--- config.mk ---
export PLATFORM = sky130hd
export DESIGN_NAME = uart_tx_buffered
export DESIGN_NICKNAME = d
export VERILOG_FILES = /design/src/rtl/uart_pkg.sv /design/src/rtl/uart_tx_fifo.sv /design/src/rtl/uart_tx_buffered.sv
export SDC_FILE = /design/constraint.sdc
export NUM_CORES = 1
export LEC_CHECK = 0
export CAP_MARGIN = 20
export CORE_ASPECT_RATIO = 0.8
export CORE_UTILIZATION = 60
export CTS_CLUSTER_DIAMETER = 50
export DETAILED_ROUTE_END_ITERATION = 16
export GPL_TIMING_DRIVEN = 0
export PLACE_DENSITY = 0.77
export RECOVER_POWER = 25
export SYNTH_ARGS = -nofsm -noshare
export SYNTH_HDL_FRONTEND = slang
export SYNTH_SLANG_ARGS = --single-unit
--- constraint.sdc ---
create_clock -name clock -period 7.1 [get_ports clock]
set_input_delay 2.13 -clock clock [delete_from_list [all_inputs] [get_ports clock]]
set_output_delay 2.13 -clock clock [all_outputs]
set_load 0.02 [all_outputs]
--- src/rtl/uart_pkg.sv ---
// uart_pkg: shared definitions for the buffered UART transmitter.
//   UART_DATA_W - width of one serial data byte
//   tx_state_t  - transmit FSM states
//   count_w()   - width of an occupancy counter able to hold 0..depth
package uart_pkg;

  localparam int UART_DATA_W = 8;

  typedef enum logic [1:0] {
    IDLE  = 2'd0,
    START = 2'd1,
    DATA  = 2'd2,
    STOP  = 2'd3
  } tx_state_t;

  // One extra bit over the address width so that "full" (== depth) is representable.
  function automatic int count_w(input int depth);
    return $clog2(depth) + 1;
  endfunction

endpackage

--- src/rtl/uart_tx_fifo.sv ---
// uart_tx_fifo: small synchronous FIFO feeding the UART transmit FSM.
//   clock    - system clock, rising edge
//   reset    - synchronous active-low reset (empties the FIFO)
//   i_push   - write i_wdata this edge (ignored while full)
//   i_wdata  - data to write
//   i_pop    - discard head entry this edge (ignored while empty)
//   o_rdata  - current head entry (valid while !o_empty)
//   o_count  - occupied entries, 0..DEPTH
//   o_full   - o_count == DEPTH
//   o_empty  - o_count == 0
module uart_tx_fifo
  import uart_pkg::*;
#(
  parameter int DEPTH = 4,
  parameter int WIDTH = UART_DATA_W
) (
  input  logic                      clock,
  input  logic                      reset,
  input  logic                      i_push,
  input  logic [WIDTH-1:0]          i_wdata,
  input  logic                      i_pop,
  output logic [WIDTH-1:0]          o_rdata,
  output logic [count_w(DEPTH)-1:0] o_count,
  output logic                      o_full,
  output logic                      o_empty
);

  localparam int AW = $clog2(DEPTH);
  localparam int CW = count_w(DEPTH);

  logic [WIDTH-1:0] r_mem [DEPTH];
  logic [AW-1:0]    r_wptr;
  logic [AW-1:0]    r_rptr;
  logic [CW-1:0]    r_count;
  logic             w_push;
  logic             w_pop;

  // Overflow/underflow requests are dropped so the count can never leave 0..DEPTH.
  assign w_push  = i_push && !o_full;
  assign w_pop   = i_pop && !o_empty;
  assign o_full  = (r_count == CW'(DEPTH));
  assign o_empty = (r_count == '0);
  assign o_count = r_count;
  assign o_rdata = r_mem[r_rptr];

  // Storage, pointers (wrap naturally since DEPTH is a power of two) and occupancy.
  always_ff @(posedge clock) begin
    if (!reset) begin
      r_wptr  <= '0;
      r_rptr  <= '0;
      r_count <= '0;
      for (int k = 0; k < DEPTH; k++) begin
        r_mem[k] <= '0;
      end
    end else begin
      if (w_push) begin
        r_mem[r_wptr] <= i_wdata;
        r_wptr        <= r_wptr + AW'(1);
      end
      if (w_pop) begin
        r_rptr <= r_rptr + AW'(1);
      end
      case ({w_push, w_pop})
        2'b10:   r_count <= r_count + CW'(1);
        2'b01:   r_count <= r_count - CW'(1);
        default: r_count <= r_count;
      endcase
    end
  end

endmodule

--- src/rtl/uart_tx_buffered.sv ---
// uart_tx_buffered: buffered 8N(STOP_BITS) UART transmitter.
//   clock      - system clock, rising edge
//   reset      - synchronous active-low reset; abandons any frame in flight
//   tx_data    - byte to queue
//   tx_valid   - tx_data valid; accepted on an edge where tx_valid && tx_ready
//   tx_ready   - FIFO has room (from the registered occupancy)
//   serial_out - registered serial line, idles high
//   busy       - a frame is being sent (FSM not idle)
//   fifo_count - bytes waiting in the FIFO
// Frame: start(0), 8 data bits LSB first, STOP_BITS stop bits(1), each bit
// CLKS_PER_BIT clocks long. Queued bytes follow each other with no idle gap.
module uart_tx_buffered
  import uart_pkg::*;
#(
  parameter int CLKS_PER_BIT = 1,
  parameter int STOP_BITS    = 2,
  parameter int DEPTH        = 4
) (
  input  logic                      clock,
  input  logic                      reset,
  input  logic [7:0]                tx_data,
  input  logic                      tx_valid,
  output logic                      tx_ready,
  output logic                      serial_out,
  output logic                      busy,
  output logic [count_w(DEPTH)-1:0] fifo_count
);

  localparam logic [15:0] BAUD_RELOAD = 16'(CLKS_PER_BIT - 1);
  localparam logic [1:0]  LAST_STOP   = 2'(STOP_BITS - 1);

  tx_state_t        r_state;
  logic             r_serial;
  logic [15:0]      r_baud;
  logic [2:0]       r_bit_idx;
  logic [1:0]       r_stop_cnt;
  logic [7:0]       r_shift;

  logic             w_push;
  logic             w_pop;
  logic             w_full;
  logic             w_empty;
  logic             w_bit_end;
  logic [7:0]       w_rdata;

  assign tx_ready   = !w_full;
  assign w_push     = tx_valid && tx_ready;
  assign w_bit_end  = (r_baud == 16'd0);
  assign serial_out = r_serial;
  assign busy       = (r_state != IDLE);

  uart_tx_fifo #(
    .DEPTH (DEPTH),
    .WIDTH (UART_DATA_W)
  ) u_fifo (
    .clock   (clock),
    .reset   (reset),
    .i_push  (w_push),
    .i_wdata (tx_data),
    .i_pop   (w_pop),
    .o_rdata (w_rdata),
    .o_count (fifo_count),
    .o_full  (w_full),
    .o_empty (w_empty)
  );

  // A byte is loaded either from idle or straight at the end of the last stop bit.
  always_comb begin
    w_pop = 1'b0;
    case (r_state)
      IDLE: w_pop = !w_empty;
      STOP: begin
        if (w_bit_end && (r_stop_cnt == LAST_STOP)) begin
          w_pop = !w_empty;
        end else begin
          w_pop = 1'b0;
        end
      end
      default: w_pop = 1'b0;
    endcase
  end

  // Transmit FSM, baud counter and shifter; serial_out is registered here.
  always_ff @(posedge clock) begin
    if (!reset) begin
      r_state    <= IDLE;
      r_serial   <= 1'b1;
      r_baud     <= 16'd0;
      r_bit_idx  <= 3'd0;
      r_stop_cnt <= 2'd0;
      r_shift    <= 8'd0;
    end else begin
      case (r_state)
        IDLE: begin
          if (w_pop) begin
            r_shift  <= w_rdata;
            r_serial <= 1'b0;
            r_baud   <= BAUD_RELOAD;
            r_state  <= START;
          end else begin
            r_serial <= 1'b1;
          end
        end
        START: begin
          if (w_bit_end) begin
            r_baud    <= BAUD_RELOAD;
            r_bit_idx <= 3'd0;
            r_serial  <= r_shift[0];
            r_state   <= DATA;
          end else begin
            r_baud <= r_baud - 16'd1;
          end
        end
        DATA: begin
          if (w_bit_end) begin
            r_baud <= BAUD_RELOAD;
            if (r_bit_idx == 3'd7) begin
              r_serial   <= 1'b1;
              r_stop_cnt <= 2'd0;
              r_state    <= STOP;
            end else begin
              // Next bit on the line is the one that becomes shift[0] after this shift.
              r_shift   <= {1'b0, r_shift[7:1]};
              r_serial  <= r_shift[1];
              r_bit_idx <= r_bit_idx + 3'd1;
            end
          end else begin
            r_baud <= r_baud - 16'd1;
          end
        end
        STOP: begin
          if (w_bit_end) begin
            r_baud <= BAUD_RELOAD;
            if (r_stop_cnt == LAST_STOP) begin
              if (w_pop) begin
                r_shift  <= w_rdata;
                r_serial <= 1'b0;
                r_state  <= START;
              end else begin
                r_state <= IDLE;
              end
            end else begin
              r_stop_cnt <= r_stop_cnt + 2'd1;
            end
          end else begin
            r_baud <= r_baud - 16'd1;
          end
        end
        default: begin
          r_state  <= IDLE;
          r_serial <= 1'b1;
        end
      endcase
    end
  end

endmodule

==> metrics.txt, run 1 <==
H-tree levels=3; RD Place Congestion=approximately 0.80; Max-Slew Margin vs Limit=between 40 and 50%; Tot Pwr=~2.1 mW; Area growth syn-to-layout=12.3%; cell mode on critical path=inv_1; Gate Count Post-Synth=approximately 360; max incr delay on CP=0.63 ns; area leader, netlist=edfxtp_1; initial core utilization=a little over three fifths; Synth cell types=60; Final Slew Violations=0; largest net degree at the start of global routing=15; final hold slack=roughly 0.47 ns; worst-margin pin slew=roughly 0.75 ns; Met3 Wirelength=approximately 500 um; number of global-route vias before repair=2631; internal power=~1.1 mW; Core Region=between 5000 and 6000 um^2; CP max-delay cell=clkdlybuf4s50_1; cts bufs inserted=9; Mapped Nets=between 300 and 400; fraction of registers with async set/reset=0%; Die Area=between 6000 and 7000 um^2; final setup vio count=0; top cell type's share of synthesized area=about a quarter; post-CTS sizing=0; # diodes=0; Worst Path Class, Setup=flop to output port; Root Buffer=clkbuf_8; gr usage total=~27%; final net count=just over 400; initial drt markers=~210; metal1 wirelength=approximately 3700 um; Cells after DPL=around 460; Hold Vio Cnt, Final=0; setup TNS=0 ns; clk_lat worst skew=0.36 ns; fmax=234 MHz; IO Pins=17; first-pass GRT wire length=12900 um; die width=between 80 and 90 um; Reg power frac=31.8%; top_reg_cell synth=dfxtp_1; sequential element share of the synthesized area=48.3%; final WL=approximately 7800 um; Psw=roughly 930 uW; Post-DP Area=3970 um^2; detailed-placement wirelength estimate=approximately 5600 um; Die H=72.2 um; wire per inst=16.4 um; top sig layer=met4; power share of the clock group=14.5%; layout cells sized above 1=between 10% and 20%; DRC=0; Critical Path AT=roughly 2.2 ns; fin crit share=60.2%; CTS sink cnt=between 70 and 80; max cap viols=0; # rows=25; Post-CTS Hold Fix Bufs=0; Clock Path Buffers=2; Avg Cell Area, Syn=between 10 and 15 um^2; GRT Residual Overflow=0; status=finished clean; Ys Warns=0; most common cell in the netlist=dfxtp_1; most frequent cells after synthesis=dfxtp_1 (41), nor2_1 (38), edfxtp_1 (32); post-layout minimum cycle time=about 4.3 ns; Reg clk slew, reported paths=roughly 0.08 ns; Synth Register Bits=between 70 and 80; Post-DRT Antenna Nets=0; mapped cell area=3690 um^2; final core occ=between 70% and 80%; largest cells by area after synthesis=edfxtp_1 (26%), dfxtp_1 (22%), mux4_2 (4.9%); PwrDens=between 400 and 500 nW/um^2; clk_skew=between 0.01 and 0.015 ns; fillers=between 400 and 500; Hold Crit Class=flop to flop; routed wl met2=roughly 3500 um; CTS tree=done; pre-CTS WS=between 2 and 3 ns; leak pwr=roughly 1.5 nW; startpoint type of the worst setup path=flop; via count=between 2000 and 3000; worst endpoint required time=just under 5 ns; Vias per Instance=approximately 6.0; IO Port Bufs=16; Sw Share=a little under half; initial antenna violation count=0; number of enable flip-flop cells after synthesis=32; RSZ-0062 raised after global routing=no; Pre-Repair DR Iteration Count=4; Cell Chain, Critical Path=inv_1 -> ha_1 -> clkbuf_1 -> inv_1 -> clkdlybuf4s50_1; number of post-CTS setup repair buffers=0; combinational share of power=a little over half; nature of the critical path endpoint=output port; Final WS setup=around 2.8 ns; maximum vdd drop=a little over 0.3 mV; Post-Layout Inst Area=between 4000 and 5000 um^2; Critical Path Fanout Max=8; Layout Cells excl Fill=between 400 and 500
## registers in the layout, summed over array words and instances, names as in the netlist, named ones only
name,flops
r_baud,16
u_fifo.r_mem,32
serial_out,1
u_fifo.r_wptr,2
r_stop_cnt,2
u_fifo.r_rptr,2
r_bit_idx,3
u_fifo.o_count,3
r_state,2
r_shift,8
## logic make-up (layout without fill, tap and decap cells)
family                   after synthesis  in the layout  share of synthesized area (%)
flip-flops                            73             73                           48.3
adder cells (fa/ha/maj)               12             12                           4.27
multiplexers                          19             19                           7.90
AO/OA/AOI/OAI                         77             77                           14.3
AND/OR/NAND/NOR                      131            131                           19.6
buffers and inverters                 40             74                           4.44
XOR/XNOR                               5              5                           1.19
## cells in the final DEF, fill, tap and decap left out, drive strengths merged, types with 3 or more instances in the layout
cell | Yosys | routed
o221a | 6 | 6
mux4 | 8 | 8
inv | 20 | 21
dlygate4sd3 | 0 | 4
a211oi | 8 | 8
a22oi | 3 | 3
and2 | 15 | 15
clkdlybuf4s50 | 0 | 12
nand2 | 28 | 28
clkinvlp | 0 | 3
o31ai | 3 | 3
buf | 10 | 10
mux2i | 10 | 10
nor3 | 13 | 13
and3 | 3 | 3
a21oi | 21 | 21
edfxtp | 32 | 32
dfxtp | 41 | 41
o21ai | 14 | 14
clkbuf | 10 | 21
a31oi | 4 | 4
nand2b | 7 | 7
ha | 11 | 11
o211a | 3 | 3
nor4 | 5 | 5
nor2 | 39 | 39
nand4 | 3 | 3
xor2 | 4 | 4
clkinv | 0 | 3
## cell type report
type                            count  area, um^2  area share [%]
Sequential cell                    73        1780            43.0
Inverter                           20        75.1            1.81
Clock inverter                      7        55.1            1.33
Multi-Input combinational cell    244        1750            42.1
Buffer                             20        88.8            2.14
Clock buffer                        9         124            2.99
Tap cell                           81         101            2.45
Timing Repair Buffer               18         173            4.17
## metal layers
| metal | GRT usage, % | up-vias |
|---|---|---|
| li1 | - | 1362 |
| met1 | 39.7 | 1400 |
| met5 | 0 | - |
| met4 | 6.35 | 0 |
| met2 | 40.0 | 84 |
| met3 | 7.51 | 5 |
## power groups by stage
stage / clock network [mW] / registers [mW] / logic [mW]
2_1_floorplan: 0 / 0.649 / 0.837
3_3_place_gp: 0 / 0.657 / 1.07
3_5_place_dp: 0 / 0.663 / 1.09
4_1_cts: 0.298 / 0.655 / 1.10
5_1_grt: 0.318 / 0.673 / 1.22
6_report: 0.299 / 0.656 / 1.11
## worst paths after layout
kind	start	end	slack [ns]	depth (start not counted)
worst max register to register	r_baud[0]	u_fifo.o_count[2]	3.77	13
worst min register to register	r_shift[7]	r_shift[7]	0.47	2
worst min-delay path	r_shift[7]	r_shift[7]	0.47	2
worst max-delay path	r_state[0]	busy	2.82	5
## critical path, delay by kind of cell, from the launching register on
| family | cells | cell delay, ns |
|---|---|---|
| buffers and inverters | 4 | 1.17 |
| DFF | 1 | 0.40 |
| adders and majority gates | 1 | 0.21 |
Power figures use the tool's default switching activity.
==> inputs of run 2 (changes only) <==
==> constraint.sdc (replaced) <==
create_clock -name clock -period 4.3 [get_ports clock]
set_input_delay 1.29 -clock clock [delete_from_list [all_inputs] [get_ports clock]]
set_output_delay 1.29 -clock clock [all_outputs]
set_load 0.02 [all_outputs]
==> metrics.txt, run 2 (same netlist as run 1, synthesis figures left out) <==
status=finished clean; setup TNS=0 ns (unchanged); number of post-CTS setup repair buffers=0 (unchanged); initial drt markers=211 (+1.4%); RD Place Congestion=0.802 (unchanged); Final Slew Violations=0 (unchanged); met2 GRT Util=40.0% (unchanged); Critical Path AT=3.79 ns (+1.64 ns); max cap viols=0 (unchanged); worst-margin pin slew=0.966 ns (+0.220 ns); PwrDens=819 nW/um^2 (+64%); via count=2842 (-0.32%); Post-DRT Antenna Nets=0 (unchanged); Worst Path Class, Setup=flop to flop; final WL=7730 um (-0.36%); post-CTS sizing=0 (unchanged); GRT Residual Overflow=0 (unchanged); Reg clk slew, reported paths=0.08 ns (about the same); Post-CTS Hold Fix Bufs=0 (unchanged); Max-Slew Margin vs Limit=35.0% (-15 points); met1 GRT Util=39.7% (unchanged); max reg flops=32 (unchanged); Cells after DPL=456 (unchanged); fmax=around 290 MHz; Root Buffer=clkbuf_8; nature of the critical path endpoint=flop; post-layout minimum cycle time=around 3.5 ns; pre-CTS WS=0.631 ns (-1.96 ns); number of global-route vias before repair=2631 (unchanged); # diodes=0 (unchanged); # rows=25 (unchanged); Area growth syn-to-layout=12.0%; CTS tree=done; Hold Vio Cnt, Final=0 (unchanged); Critical Path Fanout Max=9 (+1); maximum vdd drop=0.513 mV (+65%); worst endpoint required time=4.58 ns (-0.39 ns); layout cells sized above 1=11.0% (-0.77 points); RSZ-0062 raised after global routing=no; startpoint type of the worst setup path=flop; grt peak-use layer=met2; final setup vio count=0 (unchanged); first-pass GRT wire length=12900 um (unchanged); IO Pins=17 (unchanged); Most flops, register=u_fifo.r_mem; most frequent cells in the layout=dfxtp_1 (41), nor2_1 (38), edfxtp_1 (32); clk_skew=0.0104 ns (+0.000348 ns); commonest non-fill, non-tap cell in the layout=dfxtp_1; fin crit share=81.6%; Die Area=6470 um^2 (unchanged); initial antenna violation count=0 (unchanged); CTS sink cnt=73 (unchanged); largest net degree at the start of global routing=15 (unchanged); IO Port Bufs=16 (unchanged); fillers=449 (+0.67%); Final WS setup=0.793 ns (-2.03 ns); gr usage total=27.0% (unchanged); H-tree levels=3 (unchanged); Tot Pwr=3.38 mW (+64%); Hold Crit Class=flop to flop; DRC=0 (unchanged); Pre-Repair DR Iteration Count=5 (+1); detailed-placement wirelength estimate=5620 um (unchanged); cts bufs inserted=9 (unchanged); Clock Path Buffers=2 (unchanged); final net count=409 (unchanged); met3 usage=7.51% (unchanged); largest registers=u_fifo.r_mem (32), r_baud (16), r_shift (8); die width=89.7 um (unchanged); Vias per Instance=6.02 (-0.32%); wire per inst=16.4 um (-0.36%); clk_lat worst skew=0.36 ns (about the same); Layout Cells excl Fill=472 (unchanged); initial core utilization=62.4% (unchanged); Core Region=5910 um^2 (unchanged); leak pwr=1.53 nW (-0.27%); Die H=72.2 um (unchanged)
==> run 2: cell types whose count changed in the layout (fill, tap and decap cells not counted), sizes merged <==
cell	previous run	this run
clkbuf	21	22
buf	10	9
==> run 2: final cells by class <==
| class | count | area (um^2) | share of cell area [%] |
|---|---|---|---|
| clock buffers | 9 | 124 | 3.00 |
| flip-flops and latches | 73 | 1780 | 43.1 |
| plain buffers | 20 | 87.6 | 2.12 |
| repair buffers | 18 | 173 | 4.18 |
| inverters | 20 | 75.1 | 1.82 |
| multi-input cells | 244 | 1740 | 42.0 |
| clock inverters | 7 | 55.1 | 1.33 |
| well taps | 81 | 101 | 2.45 |
==> run 2: worst paths after layout <==
path	from	endpoint	slack (ns)	cells past startpoint
worst max-delay path	r_baud[0]	u_fifo.o_count[2]	0.79	13
worst min register to register	r_shift[7]	r_shift[7]	0.47	2
worst min-delay path	r_shift[7]	r_shift[7]	0.47	2
worst max register to register	r_baud[0]	u_fifo.o_count[2]	0.79	13
==> run 2: power by group <==
group	total [mW]	leakage, nW	switching [mW]	internal (mW)
clock	0.491	0.0820	0.279	0.212
sequential	1.08	0.668	0.168	0.915
combinational	1.81	0.785	1.08	0.731
total	3.38	1.53	1.53	1.86
==> run 2: routing by layer <==
layer,vias to the layer above,part of all wire (%)
li1,1364,-
met1,1390,48
met2,83,46
met3,5,6.2
met4,0,0.69
met5,-,0
==> run 2: per-stage QoR <==
stage | instance area [um^2] | utilization (%) | hold slack [ns]
2_1_floorplan | 3690 | - | 0.434
3_3_place_gp | 3950 | 66.9 | 0.445
3_5_place_dp | 3970 | 67.1 | 0.463
4_1_cts | 4140 | 70.1 | 0.474
5_1_grt | 4130 | 69.9 | 0.492
6_report | 4130 | 69.9 | 0.474
==> run 2: worst max-delay path, cell delays in order, from the launching register on <==
cell	delay [ns]
dfxtp_1	0.33
inv_1	0.12
ha_1	0.15
nor4b_1	0.41
and4_1	0.28
buf_6	0.15
a31oi_1	0.12
nor3_1	0.49
ha_1	0.31
inv_1	0.07
fa_1	0.38
xor2_1	0.18
or3_1	0.31
a21oi_1	0.14
==> inputs of run 3 (changes only) <==
==> constraint.sdc (replaced) <==
create_clock -name clock -period 3.3 [get_ports clock]
set_input_delay 0.99 -clock clock [delete_from_list [all_inputs] [get_ports clock]]
set_output_delay 0.99 -clock clock [all_outputs]
set_load 0.02 [all_outputs]
==> metrics.txt, run 3 (same netlist as run 1, synthesis figures left out) <==
initial drt markers=175 (-17%); first-pass GRT wire length=12900 um (unchanged); Post-DRT Antenna Nets=0 (unchanged); startpoint type of the worst setup path=flop; final setup vio count=0 (unchanged); maximum vdd drop=0.676 mV (+32%); post-layout minimum cycle time=3.19 ns (-0.321 ns); layout cells sized above 1=12.5% (+1.5 points); fin crit share=96.6% (+15 points); Die H=72.2 um (unchanged); # diodes=0 (unchanged); crit path launch=r_baud[0]; CP max-delay cell=fa_1; GRT Residual Overflow=0 (unchanged); worst endpoint required time=3.58 ns (-1.00 ns); Critical Path AT=3.47 ns (-0.32 ns); Reg2Reg Depth=13 (unchanged); Worst R2R End=u_fifo.o_count[2]; Critical Path Fanout Max=9 (unchanged); Psw=2.00 mW (+31%); leak pwr=1.55 nW (+0.85%); Cells after DPL=456 (unchanged); final core occ=70.5% (+0.55 points); wire per inst=16.3 um (-0.63%); detailed-placement wirelength estimate=5620 um (unchanged); fillers=447 (-0.45%); Reg-to-Reg Start=r_baud[0]; initial core utilization=62.4% (unchanged); CTS tree=done; CTS sink cnt=73 (unchanged); Worst Path Class, Setup=flop to flop; number of global-route vias before repair=2631 (unchanged); max incr delay on CP=0.38 ns (-0.11 ns); clk_skew=0.00777 ns (-0.00259 ns); final WL=7710 um (-0.21%); clk_lat worst skew=0.35 ns (about the same); status=finished clean; Cell Chain, Critical Path=inv_1 -> ha_1 -> nor4b_2 -> and4_1 -> buf_6 -> a31oi_1 -> nor3_2 -> ha_1 -> inv_1 -> fa_1 -> xor2_1 -> or3_1 -> a21oi_1; CP Buf/Inv Count=3 (unchanged); grt peak-use layer=met2; # rows=25 (unchanged); Tot Pwr=4.47 mW (+32%); crit path capture=u_fifo.o_count[2]; RD Place Congestion=0.802 (unchanged); Core Region=5910 um^2 (unchanged); power share of the clock group=14.1% (-0.4 points); Final Slew Violations=0 (unchanged); Most flops, register=u_fifo.r_mem; Worst path top cell family by delay=simple AND/OR/NAND/NOR gates; Die Area=6470 um^2 (unchanged); IO Port Bufs=16 (unchanged); Reg power frac=31.7% (-0.3 points); met2 GRT Util=40.0% (unchanged); max cap viols=0 (unchanged); Vias per Instance=5.97 (-0.84%); die width=89.7 um (unchanged); Hold Crit Class=flop to flop; Layout Cells excl Fill=474 (+0.42%); IO Pins=17 (unchanged); Sw Share=44.7% (-0.39 points); via count=2830 (-0.42%); Post-CTS Hold Fix Bufs=0 (unchanged); met1 GRT Util=39.7% (unchanged); Max-Slew Margin vs Limit=34.4% (-0.51 points); combinational share of power=54.2% (+0.7 points); worst-margin pin slew=0.973 ns (+0.00761 ns); final net count=411 (+0.49%); stages on the worst setup path=13 (unchanged); Area growth syn-to-layout=12.8%; commonest non-fill, non-tap cell in the layout=dfxtp_1; Pre-Repair DR Iteration Count=4 (-1); met3 usage=7.51% (unchanged); fmax=314 MHz (+10%); max reg flops=32 (unchanged); largest registers=u_fifo.r_mem (32), r_baud (16), r_shift (8); cts bufs inserted=9 (unchanged); PwrDens=1070 nW/um^2 (+31%); gr usage total=27.0% (unchanged); Reg clk slew, reported paths=0.08 ns (about the same); H-tree levels=3 (unchanged); internal power=2.47 mW (+33%); DRC=0 (unchanged); initial antenna violation count=0 (unchanged); Clock Path Buffers=2 (unchanged); Hold Vio Cnt, Final=0 (unchanged); final hold slack=0.469 ns (-0.00562 ns); Root Buffer=clkbuf_8; nature of the critical path endpoint=flop; flop2flop setup slack=0.11 ns (-0.68 ns); largest net degree at the start of global routing=15 (unchanged); most frequent cells in the layout=dfxtp_1 (41), nor2_1 (38), edfxtp_1 (32)
-- run 3: cell count changes in the layout (fill, tap and decap cells not counted), sizes merged --
| cell | before | now |
|---|---|---|
| clkbuf | 22 | 19 |
| dlygate4sd3 | 4 | 0 |
| buf | 9 | 14 |
| clkdlybuf4s50 | 12 | 16 |
-- run 3: power groups by stage --
stage	Combinational [mW]	Sequential, mW	Clock [mW]
after floorplan	1.80	1.40	0
final	2.42	1.42	0.632
after detailed placement	2.35	1.43	0
after global routing	2.68	1.45	0.684
after CTS	2.36	1.41	0.640
after global placement	2.30	1.41	0
-- run 3: per-stage QoR --
step | TNS, ns | instance area [um^2] | setup WS, ns
finish | 0 | 4170 | 0.114
global placement | -0.181 | 3950 | -0.0150
detailed placement | -0.553 | 3970 | -0.0694
floorplan | 0 | 3690 | 0.521
global route | -0.0576 | 4170 | -0.0576
CTS | 0 | 4140 | 0.0198
-- run 3: worst min-delay path by stage --
stage	to	slack (ns)	from	cells past startpoint
after floorplan	r_shift[7]	0.43	r_shift[7]	2
after global placement	r_shift[7]	0.44	r_shift[7]	2
after detailed placement	r_shift[7]	0.46	r_shift[7]	2
after CTS	r_shift[7]	0.47	r_shift[7]	2
after global routing	r_shift[7]	0.49	r_shift[7]	2
final	r_shift[7]	0.47	r_shift[7]	2
-- run 3: final cells by class --
| cell class | instances | area, um^2 | share of cell area, % |
|---|---|---|---|
| plain buffers | 20 | 88.8 | 2.13 |
| multi-input cells | 244 | 1750 | 42.1 |
| clock buffers | 9 | 124 | 2.97 |
| clock inverters | 7 | 55.1 | 1.32 |
| repair buffers | 20 | 188 | 4.51 |
| inverters | 20 | 75.1 | 1.80 |
| flip-flops and latches | 73 | 1780 | 42.8 |
| well taps | 81 | 101 | 2.43 |
-- run 3: per-layer routing --
metal | vias to the layer above | wire [um]
met1 | 1381 | 3600
met4 | 0 | 70
met5 | - | 0
li1 | 1367 | -
met3 | 6 | 462
met2 | 76 | 3580
-- run 3: worst reg2reg max path, cell delays in order (launching register included) --
cell and delay (ns):
dfxtp_1 0.33, inv_1 0.12, ha_1 0.17, nor4b_2 0.28, and4_1 0.26, buf_6 0.15, a31oi_1 0.13, nor3_2 0.35
ha_1 0.26, inv_1 0.06, fa_1 0.38, xor2_1 0.18, or3_1 0.31, a21oi_1 0.14
-- run 3: what timing repair did --
item                       CTS  global route
setup endpoints to repair    0             1
resized for setup            0             1
buffers inserted             0             2
